--- src/rtl/qeciphy_tx_link_arbiter.sv ---
// Round-robin arbiter sharing the QECIPHY TX stream, plus the PHY reset / link-up / retrain sequencer.
// Define QECIPHY_ARB_STATS_EN to add per-requester beat counters on stat_beats.
module qeciphy_tx_link_arbiter #(
  parameter int NUM_REQ      = 4,
  parameter int DATA_W       = 64,
  parameter int RST_CYCLES   = 16,
  parameter int LINK_TIMEOUT = 65536,
  parameter int RETRY_WAIT   = 1024
) (
  input  logic                      ACLK,
  input  logic                      rst_n,
  input  logic [NUM_REQ*DATA_W-1:0] req_tdata,
  input  logic [NUM_REQ-1:0]        req_tvalid,
  output logic [NUM_REQ-1:0]        req_tready,
  output logic [DATA_W-1:0]         phy_tdata,
  output logic                      phy_tvalid,
  input  logic                      phy_tready,
  input  logic [3:0]                phy_status,
  input  logic [3:0]                phy_ecode,
  output logic                      phy_arstn,
  output logic                      link_up,
  output logic [7:0]                retrain_cnt
`ifdef QECIPHY_ARB_STATS_EN
  ,
  output logic [NUM_REQ*32-1:0]     stat_beats
`endif
);

  // state      | meaning
  // PHY_RST    | phy_arstn held low for RST_CYCLES
  // WAIT_LINK  | PHY released, waiting for link-up or timeout
  // ACTIVE     | link up, traffic flows
  // ERR_HOLD   | link lost, quiet for RETRY_WAIT before re-reset
  localparam logic [1:0] ST_PHY_RST   = 2'd0;
  localparam logic [1:0] ST_WAIT_LINK = 2'd1;
  localparam logic [1:0] ST_ACTIVE    = 2'd2;
  localparam logic [1:0] ST_ERR_HOLD  = 2'd3;

  localparam int IDX_W = (NUM_REQ > 1) ? $clog2(NUM_REQ) : 1;
  localparam logic [31:0] TC_RST   = 32'(RST_CYCLES - 1);
  localparam logic [31:0] TC_LINK  = 32'(LINK_TIMEOUT - 1);
  localparam logic [31:0] TC_RETRY = 32'(RETRY_WAIT - 1);
  localparam logic [IDX_W-1:0] LAST_IDX = IDX_W'(NUM_REQ - 1);

  logic [1:0]       state;
  logic [31:0]      timer;
  logic [31:0]      elapsed;
  logic             link_ok;
  logic             handshake;
  logic [IDX_W-1:0] rr_ptr;
  logic [IDX_W-1:0] rr_sel;
  logic [IDX_W-1:0] sel;
  logic [IDX_W-1:0] next_ptr;
  logic [IDX_W-1:0] lock_idx;
  logic             lock;

  // Timer counts down from 0 on state entry, so the reset value needs no preload.
  assign elapsed   = 32'd0 - timer;
  assign link_ok   = (phy_status == 4'b0100) && (phy_ecode == 4'b0000);
  assign link_up   = (state == ST_ACTIVE);
  assign phy_tvalid = link_up & (|req_tvalid);
  assign handshake = phy_tvalid & phy_tready;
  assign sel       = lock ? lock_idx : rr_sel;
  assign next_ptr  = (sel == LAST_IDX) ? '0 : sel + 1'b1;

  always_ff @(posedge ACLK or negedge rst_n) begin
    if (!rst_n) begin
      state       <= ST_PHY_RST;
      timer       <= '0;
      phy_arstn   <= 1'b0;
      retrain_cnt <= '0;
    end else begin
      timer <= timer - 32'd1;
      case (state)
        ST_PHY_RST: begin
          if (elapsed == TC_RST) begin
            state     <= ST_WAIT_LINK;
            timer     <= '0;
            phy_arstn <= 1'b1;
          end
        end
        ST_WAIT_LINK: begin
          if (link_ok) begin
            state <= ST_ACTIVE;
            timer <= '0;
          end else if (elapsed == TC_LINK) begin
            state     <= ST_PHY_RST;
            timer     <= '0;
            phy_arstn <= 1'b0;
            if (retrain_cnt != 8'hFF) retrain_cnt <= retrain_cnt + 8'd1;
          end
        end
        ST_ACTIVE: begin
          timer <= '0;
          if (!link_ok) begin
            state <= ST_ERR_HOLD;
            if (retrain_cnt != 8'hFF) retrain_cnt <= retrain_cnt + 8'd1;
          end
        end
        ST_ERR_HOLD: begin
          if (elapsed == TC_RETRY) begin
            state     <= ST_PHY_RST;
            timer     <= '0;
            phy_arstn <= 1'b0;
          end
        end
        default: begin
          state     <= ST_PHY_RST;
          timer     <= '0;
          phy_arstn <= 1'b0;
        end
      endcase
    end
  end

  // Lock freezes the selection while a beat is stalled so tdata stays stable.
  always_ff @(posedge ACLK or negedge rst_n) begin
    if (!rst_n) begin
      rr_ptr   <= '0;
      lock     <= 1'b0;
      lock_idx <= '0;
    end else begin
      if (handshake) rr_ptr <= next_ptr;
      if (!link_up || !link_ok || handshake) begin
        lock <= 1'b0;
      end else if (phy_tvalid) begin
        lock     <= 1'b1;
        lock_idx <= sel;
      end
    end
  end

  always_comb begin
    logic [IDX_W-1:0] idx;
    logic             found;
    int               j;
    rr_sel = rr_ptr;
    found  = 1'b0;
    idx    = '0;
    j      = 0;
    for (int k = 0; k < NUM_REQ; k++) begin
      j = int'(rr_ptr) + k;
      if (j >= NUM_REQ) j = j - NUM_REQ;
      idx = IDX_W'(j);
      if (!found && req_tvalid[idx]) begin
        rr_sel = idx;
        found  = 1'b1;
      end
    end
  end

  always_comb begin
    phy_tdata  = '0;
    req_tready = '0;
    for (int i = 0; i < NUM_REQ; i++) begin
      if (sel == IDX_W'(i)) begin
        phy_tdata     = req_tdata[i*DATA_W +: DATA_W];
        req_tready[i] = link_up & phy_tready;
      end
    end
  end

`ifdef QECIPHY_ARB_STATS_EN
  always_ff @(posedge ACLK or negedge rst_n) begin
    if (!rst_n) begin
      stat_beats <= '0;
    end else if (handshake) begin
      for (int i = 0; i < NUM_REQ; i++) begin
        if (sel == IDX_W'(i)) stat_beats[i*32 +: 32] <= stat_beats[i*32 +: 32] + 32'd1;
      end
    end
  end
`endif

endmodule

--- config.mk ---
export PLATFORM = sky130hd
export DESIGN_NAME = qeciphy_tx_link_arbiter
export DESIGN_NICKNAME = d
export VERILOG_FILES = /design/src/rtl/qeciphy_tx_link_arbiter.sv
export SDC_FILE = /design/constraint.sdc
export NUM_CORES = 1
export LEC_CHECK = 0
export BUFFER_PORTS_ARGS = -buffer_cell sky130_fd_sc_hd__buf_2
export CAP_MARGIN = 20
export CELL_PAD_IN_SITES_DETAIL_PLACEMENT = 1
export CELL_PAD_IN_SITES_GLOBAL_PLACEMENT = 1
export CORE_MARGIN = 2
export CORE_UTILIZATION = 31
export DETAILED_ROUTE_END_ITERATION = 8
export PLACE_DENSITY = 0.86
export SYNTH_ARGS = -nofsm -noshare
export SYNTH_HDL_FRONTEND = slang
export SYNTH_SLANG_ARGS = --single-unit
--- constraint.sdc ---
create_clock -name ACLK -period 5.6 [get_ports ACLK]
set_input_delay 0.56 -clock ACLK [delete_from_list [all_inputs] [get_ports ACLK]]
set_output_delay 0.56 -clock ACLK [all_outputs]
set_load 0.03 [all_outputs]
; Word level (Yosys, flattened, before mapping)
; Index checks and enable logic that the tools add are counted.
[totals]
out_inout_bits = 79
elab_cells = 121
ff_bits = 48
inputBits = 271
[classes]
n_reduce_logical = 22
n_eq_ne = 17
n_addsub = 11
muxes = 52
order_cmp = 8
bitwise = 4
[op_table]
columns = cell, count
row1 = 64-bit 2-to-1 mux, 4
row2 = 32-bit 2-to-1 mux, 4
row3 = 32-bit one-hot mux with 4 select lines, 1
row4 = 32-bit by 10-bit == test with 1-bit output (second input constant), 1
row5 = 32-bit by 16-bit == test with 1-bit output (second input constant), 1
row6 = 32-bit by 4-bit == test with 1-bit output (second input constant), 1
row7 = 8-bit 2-to-1 mux, 4
row8 = 1-bit by 32-bit subtractor with 32-bit output (first input constant), 1
row9 = 32-bit by 1-bit subtractor with 32-bit output (second input constant), 1
row10 = 2-bit 2-to-1 mux, 15
row11 = 1-bit 2-to-1 mux, 17
row12 = 8-bit one-hot mux with 2 select lines, 1
row13 = 2-bit by 3-bit less-than comparator with 1-bit output (second input constant), 4
row14 = 2-bit != test (second input constant), 5
row15 = 3-bit greater-or-equal comparator (second input constant), 3
row16 = 8-bit by 1-bit adder with 8-bit output (second input constant), 1
row17 = 1-bit binary-select mux with 2-bit select, 4
row18 = 2-bit == test (second input constant), 4
row19 = 8-bit != test (second input constant), 1
row20 = 2-bit one-hot mux with 4 select lines, 1
row21 = 4-bit AND reduction, 2
row22 = 2-bit by 1-bit subtractor with 2-bit output (second input constant), 4
row23 = 2-bit by 2-bit adder with 3-bit output (second input constant), 2
row24 = 1-bit zero test, 5
row25 = other kinds (18), 27

; Depth between registers and ports, before layout
; Gate-level depths: netlist (run 1).
[logic_depth]
depth_word = 20
depth_mapped = 14
depth_no_buf = 13

; Worst setup path before layout (run 1)
; OpenSTA, ideal clock, no wires.
[synth_path]
path_kind = input-to-output
start = input port req_tvalid[0]
end = output port phy_tdata[2]
required_time_ps = 5040
setup_slack_ps = 1974
cell_stages = 14
path_buffers = 2
t_arrival_ps = 3066
cell_sequence = nor2_1 > a21oi_1 > nor2_1 > o22ai_1 > o21ai_0 > inv_1 > ha_1 > nor2b_1 > clkbuf_1 > clkbuf_1 > a22oi_1 > nor2_1 > a21oi_1 > o21ai_0
[synth_between]
elab_chain_len = 18
elab_cells_between_ends = 30
cone_classes = eq/ne (3) / mux (20) / reduce/logical (7)
[synth_lines]
columns = item, line_no
row1 = "start, declared", 13  ; input logic [NUM_REQ-1:0] req_tvalid,
row2 = 1-bit binary-select mux with 2-bit select, 145  ; if (!found && req_tvalid[idx]) begin
row3 = 1-bit 2-to-1 mux (not written as such), 145
row4 = 1-bit 2-to-1 mux, 145
row5 = 1-bit zero test, 145
row6 = 1-bit logical AND, 145
row7 = 1-bit 2-to-1 mux, 145
row8 = 1-bit zero test, 145
row9 = 1-bit logical AND, 145
row10 = 1-bit 2-to-1 mux, 145
row11 = 1-bit zero test, 145
row12 = 1-bit logical AND, 145
row13 = 2-bit 2-to-1 mux *, 145
row14 = 2-bit 2-to-1 mux *, 63  ; assign sel = lock ? lock_idx : rr_sel;
row15 = net sel[1], 52  ; logic [IDX_W-1:0] sel;
row16 = 2-bit zero test, 156  ; if (sel == IDX_W'(i)) begin
row17 = 64-bit 2-to-1 mux (3 in series), 156
row18 = 64-bit 2-to-1 mux *, 156
row19 = "end, declared", 15  ; output logic [DATA_W-1:0] phy_tdata,
; The timed path passes the listed nets; every way through them passes the cells marked *. The select of a mux whose other input is x is not followed.

; Worst setup path in the final report (run 1)
[layout_path]
start = register rr_ptr[1]
end = output port phy_tdata[3]
[layout_between]
elab_chain_len = 20
elab_cells_between_ends = 45
cone_classes = add/sub (7) / order compare (4) / eq/ne (3) / mux (24) / reduce/logical (7)
[layout_lines]
columns = item, line_no
row1 = "start, declared", 50  ; logic [IDX_W-1:0] rr_ptr;
row2 = "start signal, assigned", 123  ; if (handshake) rr_ptr <= next_ptr;
row3 = branches (longest 13 deep; another with 2-bit by 1-bit adder with 3-bit output), -
row4 = 2-bit 2-to-1 mux *, 145
row5 = 2-bit 2-to-1 mux *, 63
row6 = net sel[1], 52
row7 = 2-bit zero test, 156
row8 = 64-bit 2-to-1 mux (3 in series), 156
row9 = 64-bit 2-to-1 mux *, 156
; Mark *: on every way through the listed nets, which the timed path passes. The select of a mux whose other input is x is not followed.

==> results.py, run 1 <==
metrics = {
    "outcome": {
        "status": "complete, no violations",
    },
    "global_routing": {
        "grt.total_usage": 0.303,
        "grt_pass1_wl_um": 40900,
        "grt_pass1_vias": 6821,
        "grt_max_degree": 130,
        "antenna_found_initial": 26,
        "overflow": 0,
    },
    "layout": {
        "num-fill-cells": 2250,
        "drive_gt1_frac": 0.405,
        "nNetsFinal": 1315,
        "fin_cells": 1272,
        "areaGrowthSynthToFinish_pct": 38.5,
        "finalCoreUtilization": 0.440,
    },
    "placed_design": {
        "dp.cells": 1250,
        "place_ws_ns": 1.18,
        "routabilityCongestion": 0.907,
        "hpwl_um": 23400,
        "port_buffers": 349,
    },
    "sta": {
        "worst_slack_ns": 1.15,
        "timing.slew.headroom": 0.362,
        "finalClockSkew_ns": 0.00412,
        "period_share": 0.794,
        "fin_tns_setup_ns": 0,
        "hold_ws_ns": 0.359,
        "maxSlewViolCount": 0,
        "hold_viol": 0,
        "tightest_slew_ns": 0.949,
        "final.min_clock_period_ns": 4.45,
        "fmax_ghz": 0.225,
        "setup_violations": 0,
        "rsz0062_at_grt": "no",
    },
    "logic_synthesis": {
        "synth_cell_type_count": 66,
        "netlist_instances": 741,
        "ys_seq_area_frac": 0.227,
        "ys_warn_count": 0,
        "ys_seq_elements": 48,
        "yosysTopAreaCell": "dfrtp_1",
        "synth.net_count": 1019,
        "synthTopCellsByCount": "nor2_1 (91), nand2_1 (84), a21oi_1 (77)",
        "yosysTopAreaCellShare": 0.227,
        "netlist_area_um2": 5290,
        "syn_area_per_cell_um2": 7.14,
        "synth-async-reset-ratio": 1.00,
        "synth.area.top_cells": "dfrtp_1 (23%), a22oi_1 (9.2%), a21oi_1 (7.3%), o21ai_0 (7.2%), nor2_1 (6.5%)",
        "synth-main-ff-cell": "dfrtp_1",
        "synth-edff-count": 0,
        "yosysMostFrequentCell": "nor2_1",
    },
    "die": {
        "dieArea_um2": 18100,
        "core_um2": 16600,
        "dieHeight_um": 135,
        "rows": 47,
        "die_w_um": 135,
        "initial_core_util": 0.318,
        "io-pin-count": 350,
    },
    "setup_path": {
        "cp-start-kind": "flop",
        "r2r-end": "timer[28]$_DFF_PN0_",
        "crit_top_cell": "nor2_1",
        "reg2regPathDepth": 9,
        "cpMaxStageDelayCell": "o21ai_0",
        "worstReg2RegStart": "timer[5]$_DFF_PN0_",
        "cp.arrival_ns": 3.89,
        "crit_chain": "a21oi_1, nor2_1, nor2_1, o22ai_1, o21ai_0, inv_1, ha_2, nor2b_4, buf_4, a22oi_1, nor2_1, a21oi_1, o21ai_0, buf_2",
        "critical_path_class": "flop to primary output",
        "endpoint_kind": "primary output",
        "r2r_slack_ns": 1.50,
        "worst_ep_required_time_ns": 5.04,
        "cp_max_fo": 63,
        "crit_path_start": "rr_ptr[1]$_DFFE_PN0P_",
        "cpPeakStageDelay_ns": 0.57,
    },
    "pwr": {
        "switching_share": 0.502,
        "pwr-share-seq": 0.276,
        "combPwrFrac": 0.576,
        "pwr_density_cell_nw_per_um2": 330,
        "intPower_w": 0.00121,
        "power_frac_clock": 0.149,
        "switching_power_w": 0.00121,
        "ir_drop_mv": 0.228,
        "power.leakage_nw": 3.56,
    },
    "cts": {
        "htree_levels": 2,
        "cts_hold_buf": 0,
        "cts-root-buf": "clkbuf_16",
        "clkLatencyLatePin_ns": 0.30,
        "cts_sinks": 48,
        "cts_made_buffers": 5,
        "cts_buffer_depth": 2,
        "postCtsSetupRepairBufs": 0,
        "cts_resized": 0,
        "clk_pin_slew_ns": 0.07,
        "cts_tree": "built",
    },
    "drt": {
        "drt-total-wl_um": 28200,
        "drt-pass1-iter-count": 4,
        "vias": 6970,
        "drt-initial-drc-count": 445,
        "avgViaCountPerCell": 5.48,
        "drtAntennaViolNets": 0,
        "drc": 0,
        "wire_per_inst_um": 22.2,
    },
    "hold_path": {
        "hold_path_class": "primary input to async pin",
    },
    "job": {
        "cap_violations": 0,
    },
}
==> stage by stage <==
step,area (µm²),power (W)
4_1_cts,7290,0.00241
3_5_place_dp,7120,0.00204
2_1_floorplan,5290,0.00163
5_1_grt,7300,0.00258
3_3_place_gp,7120,0.00199
6_report,7330,0.00242
==> state kept, by name (all words and copies together), names as in the netlist, named ones only <==
name / count
lock: 1
lock_idx: 2
phy_arstn: 1
retrain_cnt: 8
rr_ptr: 2
state: 1
timer: 32
==> metal layers <==
layer | part of all wire | up-vias | track usage
met1 | 0.40 | 3277 | 0.380
li1 | - | 3303 | -
met5 | 0.0050 | - | 0
met3 | 0.13 | 42 | 0.146
met4 | 0.012 | 22 | 0.0673
met2 | 0.45 | 326 | 0.473
==> worst max-delay path, delay by kind of cell (launching register included) <==
| kind | cells | cell delay [ns] |
|---|---|---|
| compound gates | 6 | 1.38 |
| buf+inv | 3 | 0.92 |
| simple gates | 4 | 0.56 |
| flops | 1 | 0.43 |
| fa+ha+maj | 1 | 0.24 |
==> final cells by class <==
type / instances / area [µm²] / area share
diodes: 14 / 35.0 / 0.00478
clock buffers: 5 / 125 / 0.0171
clock inverters: 3 / 42.5 / 0.00581
inverters: 10 / 37.5 / 0.00512
multi-input cells: 615 / 3780 / 0.516
flip-flops and latches: 48 / 1200 / 0.164
well taps: 220 / 275 / 0.0376
repair buffers: 357 / 1830 / 0.250
==> how the worst max path moves through the flow <==
stage / cells after the start / endpoint / slack, ns
floorplan: 14 / phy_tdata[2] / 1.97
global placement: 15 / phy_tdata[3] / 1.21
detailed placement: 15 / phy_tdata[3] / 1.18
CTS: 14 / phy_tdata[3] / 1.15
global route: 15 / phy_tdata[3] / 0.81
finish: 14 / phy_tdata[3] / 1.15
==> cell usage in the layout (no fill, tap or decap), types with 19 or more instances in the layout <==
cell type / count
buf_2: 349
nor2_1: 91
nand2_1: 84
a21oi_1: 77
o21ai_0: 76
a22oi_1: 65
dfrtp_1: 48
a21oi_2: 28
xnor2_1: 20
xor2_1: 19
==> kinds of logic (layout without fill, tap and decap cells) <==
group | Yosys count | count (layout) | share of synthesized area
buf+inv | 78 | 375 | 0.0651
simple gates | 282 | 282 | 0.270
mux | 9 | 9 | 0.0194
fa+ha+maj | 7 | 7 | 0.0166
xor+xnor | 39 | 39 | 0.0646
flops | 48 | 48 | 0.227
compound gates | 278 | 278 | 0.338
other cells | 0 | 14 | 0
==> power by group through the flow <==
stage	combinational (W)	sequential, W	clock, W
floorplan	0.00107	0.000562	0
finish	0.00139	0.000668	0.000359
CTS	0.00139	0.000661	0.000360
detailed placement	0.00138	0.000665	0
global route	0.00152	0.000691	0.000371
global placement	0.00134	0.000654	0
Note: power is estimated with default switching activity, not from simulation.
==> inputs of run 2 (changes only) <==
--- a/config.mk
+++ b/config.mk
@@ -9,10 +9,11 @@
 export CAP_MARGIN = 20
 export CELL_PAD_IN_SITES_DETAIL_PLACEMENT = 1
 export CELL_PAD_IN_SITES_GLOBAL_PLACEMENT = 1
+export CORE_ASPECT_RATIO = 1.1
 export CORE_MARGIN = 2
-export CORE_UTILIZATION = 31
+export CORE_UTILIZATION = 29
 export DETAILED_ROUTE_END_ITERATION = 8
-export PLACE_DENSITY = 0.86
+export PLACE_DENSITY = 0.81
 export SYNTH_ARGS = -nofsm -noshare
 export SYNTH_HDL_FRONTEND = slang
 export SYNTH_SLANG_ARGS = --single-unit
==> constraint.sdc (replaced) <==
create_clock -name ACLK -period 4.4 [get_ports ACLK]
set_input_delay 0.44 -clock ACLK [delete_from_list [all_inputs] [get_ports ACLK]]
set_output_delay 0.44 -clock ACLK [all_outputs]
set_load 0.03 [all_outputs]
==> run 2 against run 1 <==
Compared with the run above: worst setup slack worse by 0.87 ns; critical path depth is 1 lower; cell count grew 1.9%; via count about the same; sequential share of layout area shrank 0.18 points; sequential cell count unchanged; sequential power up 26%; count of clock-buffer cells in the layout rose by 1; design area rose by 1.1%; routed wire length down 1.8%; utilization fell by 2.4 points; total power up 26%; critical endpoint is now phy_tdata[44].
==> results.py, run 2 (synthesis results as in run 1) <==
metrics = {
    "outcome": {
        "status": "complete, no violations",
    },
    "placed_design": {
        "routabilityCongestion": 0.998,
        "placed_area_um2": 7230,
        "port_buffers": 349,
        "hpwl_um": 22700,
        "place_ws_ns": 0.436,
    },
    "layout": {
        "final_common_cell": "buf_2",
        "largestRegisters": "timer (32), retrain_cnt (8)",
        "drive_gt1_frac": 0.410,
        "largest-register": "timer",
        "num-fill-cells": 2363,
        "stdcell_area_um2": 7410,
        "largest_register_ff_count": 32,
        "areaGrowthSynthToFinish_pct": 40.1,
        "final_cell_mix": "buf_2 (349), nor2_1 (91), nand2_1 (84)",
        "nNetsFinal": 1325,
    },
    "sta": {
        "tightest_slew_ns": 1.07,
        "hold_ws_ns": 0.253,
        "setup_violations": 0,
        "hold_viol": 0,
        "timing.slew.headroom": 0.285,
        "period_share": 0.936,
        "worst_slack_ns": 0.280,
        "finalClockSkew_ns": 0.00849,
        "fin_tns_setup_ns": 0,
        "final.min_clock_period_ns": 4.12,
        "rsz0062_at_grt": "no",
        "fmax_ghz": 0.243,
        "maxSlewViolCount": 0,
    },
    "setup_path": {
        "critical_path_class": "flop to primary output",
        "worst_ep_required_time_ns": 3.96,
        "cp-start-kind": "flop",
        "cp_max_fo": 41,
        "cp.arrival_ns": 3.68,
        "endpoint_kind": "primary output",
    },
    "cts": {
        "cts-root-buf": "clkbuf_16",
        "cts_made_buffers": 5,
        "cts_hold_buf": 0,
        "cts_buffer_depth": 2,
        "postCtsSetupRepairBufs": 0,
        "clk_pin_slew_ns": 0.07,
        "htree_levels": 2,
        "cts_sinks": 48,
        "clkLatencyLatePin_ns": 0.29,
        "cts_tree": "built",
        "cts_resized": 0,
    },
    "die": {
        "dieArea_um2": 19300,
        "io-pin-count": 350,
        "rows": 51,
        "dieHeight_um": 146,
        "core_um2": 17800,
        "initial_core_util": 0.297,
        "die_w_um": 133,
    },
    "pwr": {
        "power.leakage_nw": 3.61,
        "combPwrFrac": 0.593,
        "switching_share": 0.504,
        "intPower_w": 0.00151,
        "ir_drop_mv": 0.202,
        "power_frac_clock": 0.131,
        "pwr-share-seq": 0.276,
        "pwr_density_cell_nw_per_um2": 411,
        "p_total_w": 0.00304,
        "switching_power_w": 0.00153,
    },
    "global_routing": {
        "antenna_found_initial": 11,
        "grt_pass1_wl_um": 41200,
        "overflow": 0,
        "grt_max_degree": 101,
        "grt_pass1_vias": 6791,
        "grt.total_usage": 0.274,
    },
    "job": {
        "cap_violations": 0,
    },
    "drt": {
        "drt-initial-drc-count": 413,
        "avgViaCountPerCell": 5.38,
        "drtAntennaViolNets": 0,
        "drt-pass1-iter-count": 4,
        "vias": 6972,
        "drt-total-wl_um": 27700,
        "wire_per_inst_um": 21.4,
        "drc": 0,
    },
    "hold_path": {
        "hold_path_class": "primary input to async pin",
    },
}
run 2: cell count changes in the layout (fill, tap and decap cells not counted), sizes merged:
cell / change
diode: -4
clkbuf: +1
clkinv: +1
bufinv: -1
clkinvlp: -1
buf: +10
run 2: through the flow:
step	cells	utilization
6_report	1296	0.416
2_1_floorplan	741	-
3_5_place_dp	1278	0.406
3_3_place_gp	1278	0.406
4_1_cts	1286	0.415
5_1_grt	1293	0.416
run 2: worst max-delay path, stage by stage (launching register included):
cell	delay [ns]
dfrtp_1	0.44
a21oi_1	0.15
nor2_1	0.05
nor2_1	0.09
o22ai_1	0.08
o21ai_0	0.22
inv_1	0.11
ha_2	0.21
nor2b_4	0.82
a22oi_1	0.16
nor2_1	0.16
a21oi_1	0.05
o21ai_0	0.50
buf_2	0.31
run 2: power by group through the flow:
stage          registers, W  logic [W]  clock network, W
6_report           0.000841    0.00180          0.000399
5_1_grt            0.000870    0.00198          0.000423
2_1_floorplan      0.000715    0.00136                 0
3_3_place_gp       0.000832    0.00174                 0
3_5_place_dp       0.000842    0.00179                 0
4_1_cts            0.000836    0.00180          0.000407
run 2: path summary, 6_finish.rpt:
check                                            from                          to  slack [ns]  cells past startpoint
hold reg to reg            retrain_cnt[4]$_DFFE_PN0P_  retrain_cnt[4]$_DFFE_PN0P_        0.51                      1
max in group asynchronous                       rst_n          timer[6]$_DFF_PN0_        3.71                      2
setup / recovery                rr_ptr[1]$_DFFE_PN0P_               phy_tdata[44]        0.28                     13
min in group ACLK          retrain_cnt[4]$_DFFE_PN0P_  retrain_cnt[4]$_DFFE_PN0P_        0.51                      1
setup reg to reg                   timer[0]$_DFF_PN0_          timer[0]$_DFF_PN0_        0.38                     11
hold / removal                                  rst_n  retrain_cnt[5]$_DFFE_PN0P_        0.25                      2
run 2: layout make-up:
class	count	area, µm²	share of cell area
diodes	10	25.0	0.00338
flip-flops and latches	48	1200	0.162
well taps	238	298	0.0402
multi-input cells	615	3780	0.510
clock inverters	2	10.0	0.00135
clock buffers	6	139	0.0187
repair buffers	367	1920	0.259
inverters	10	37.5	0.00507
run 2: per-layer routing:
metal  wire length [µm]  track usage  share of wire  vias up
met2              12600        0.434           0.45      250
li1                   -            -              -     3303
met1              12400        0.368           0.45     3378
met4                474       0.0640          0.017        4
met5                 27            0        0.00097        -
met3               2240       0.0787          0.081       37
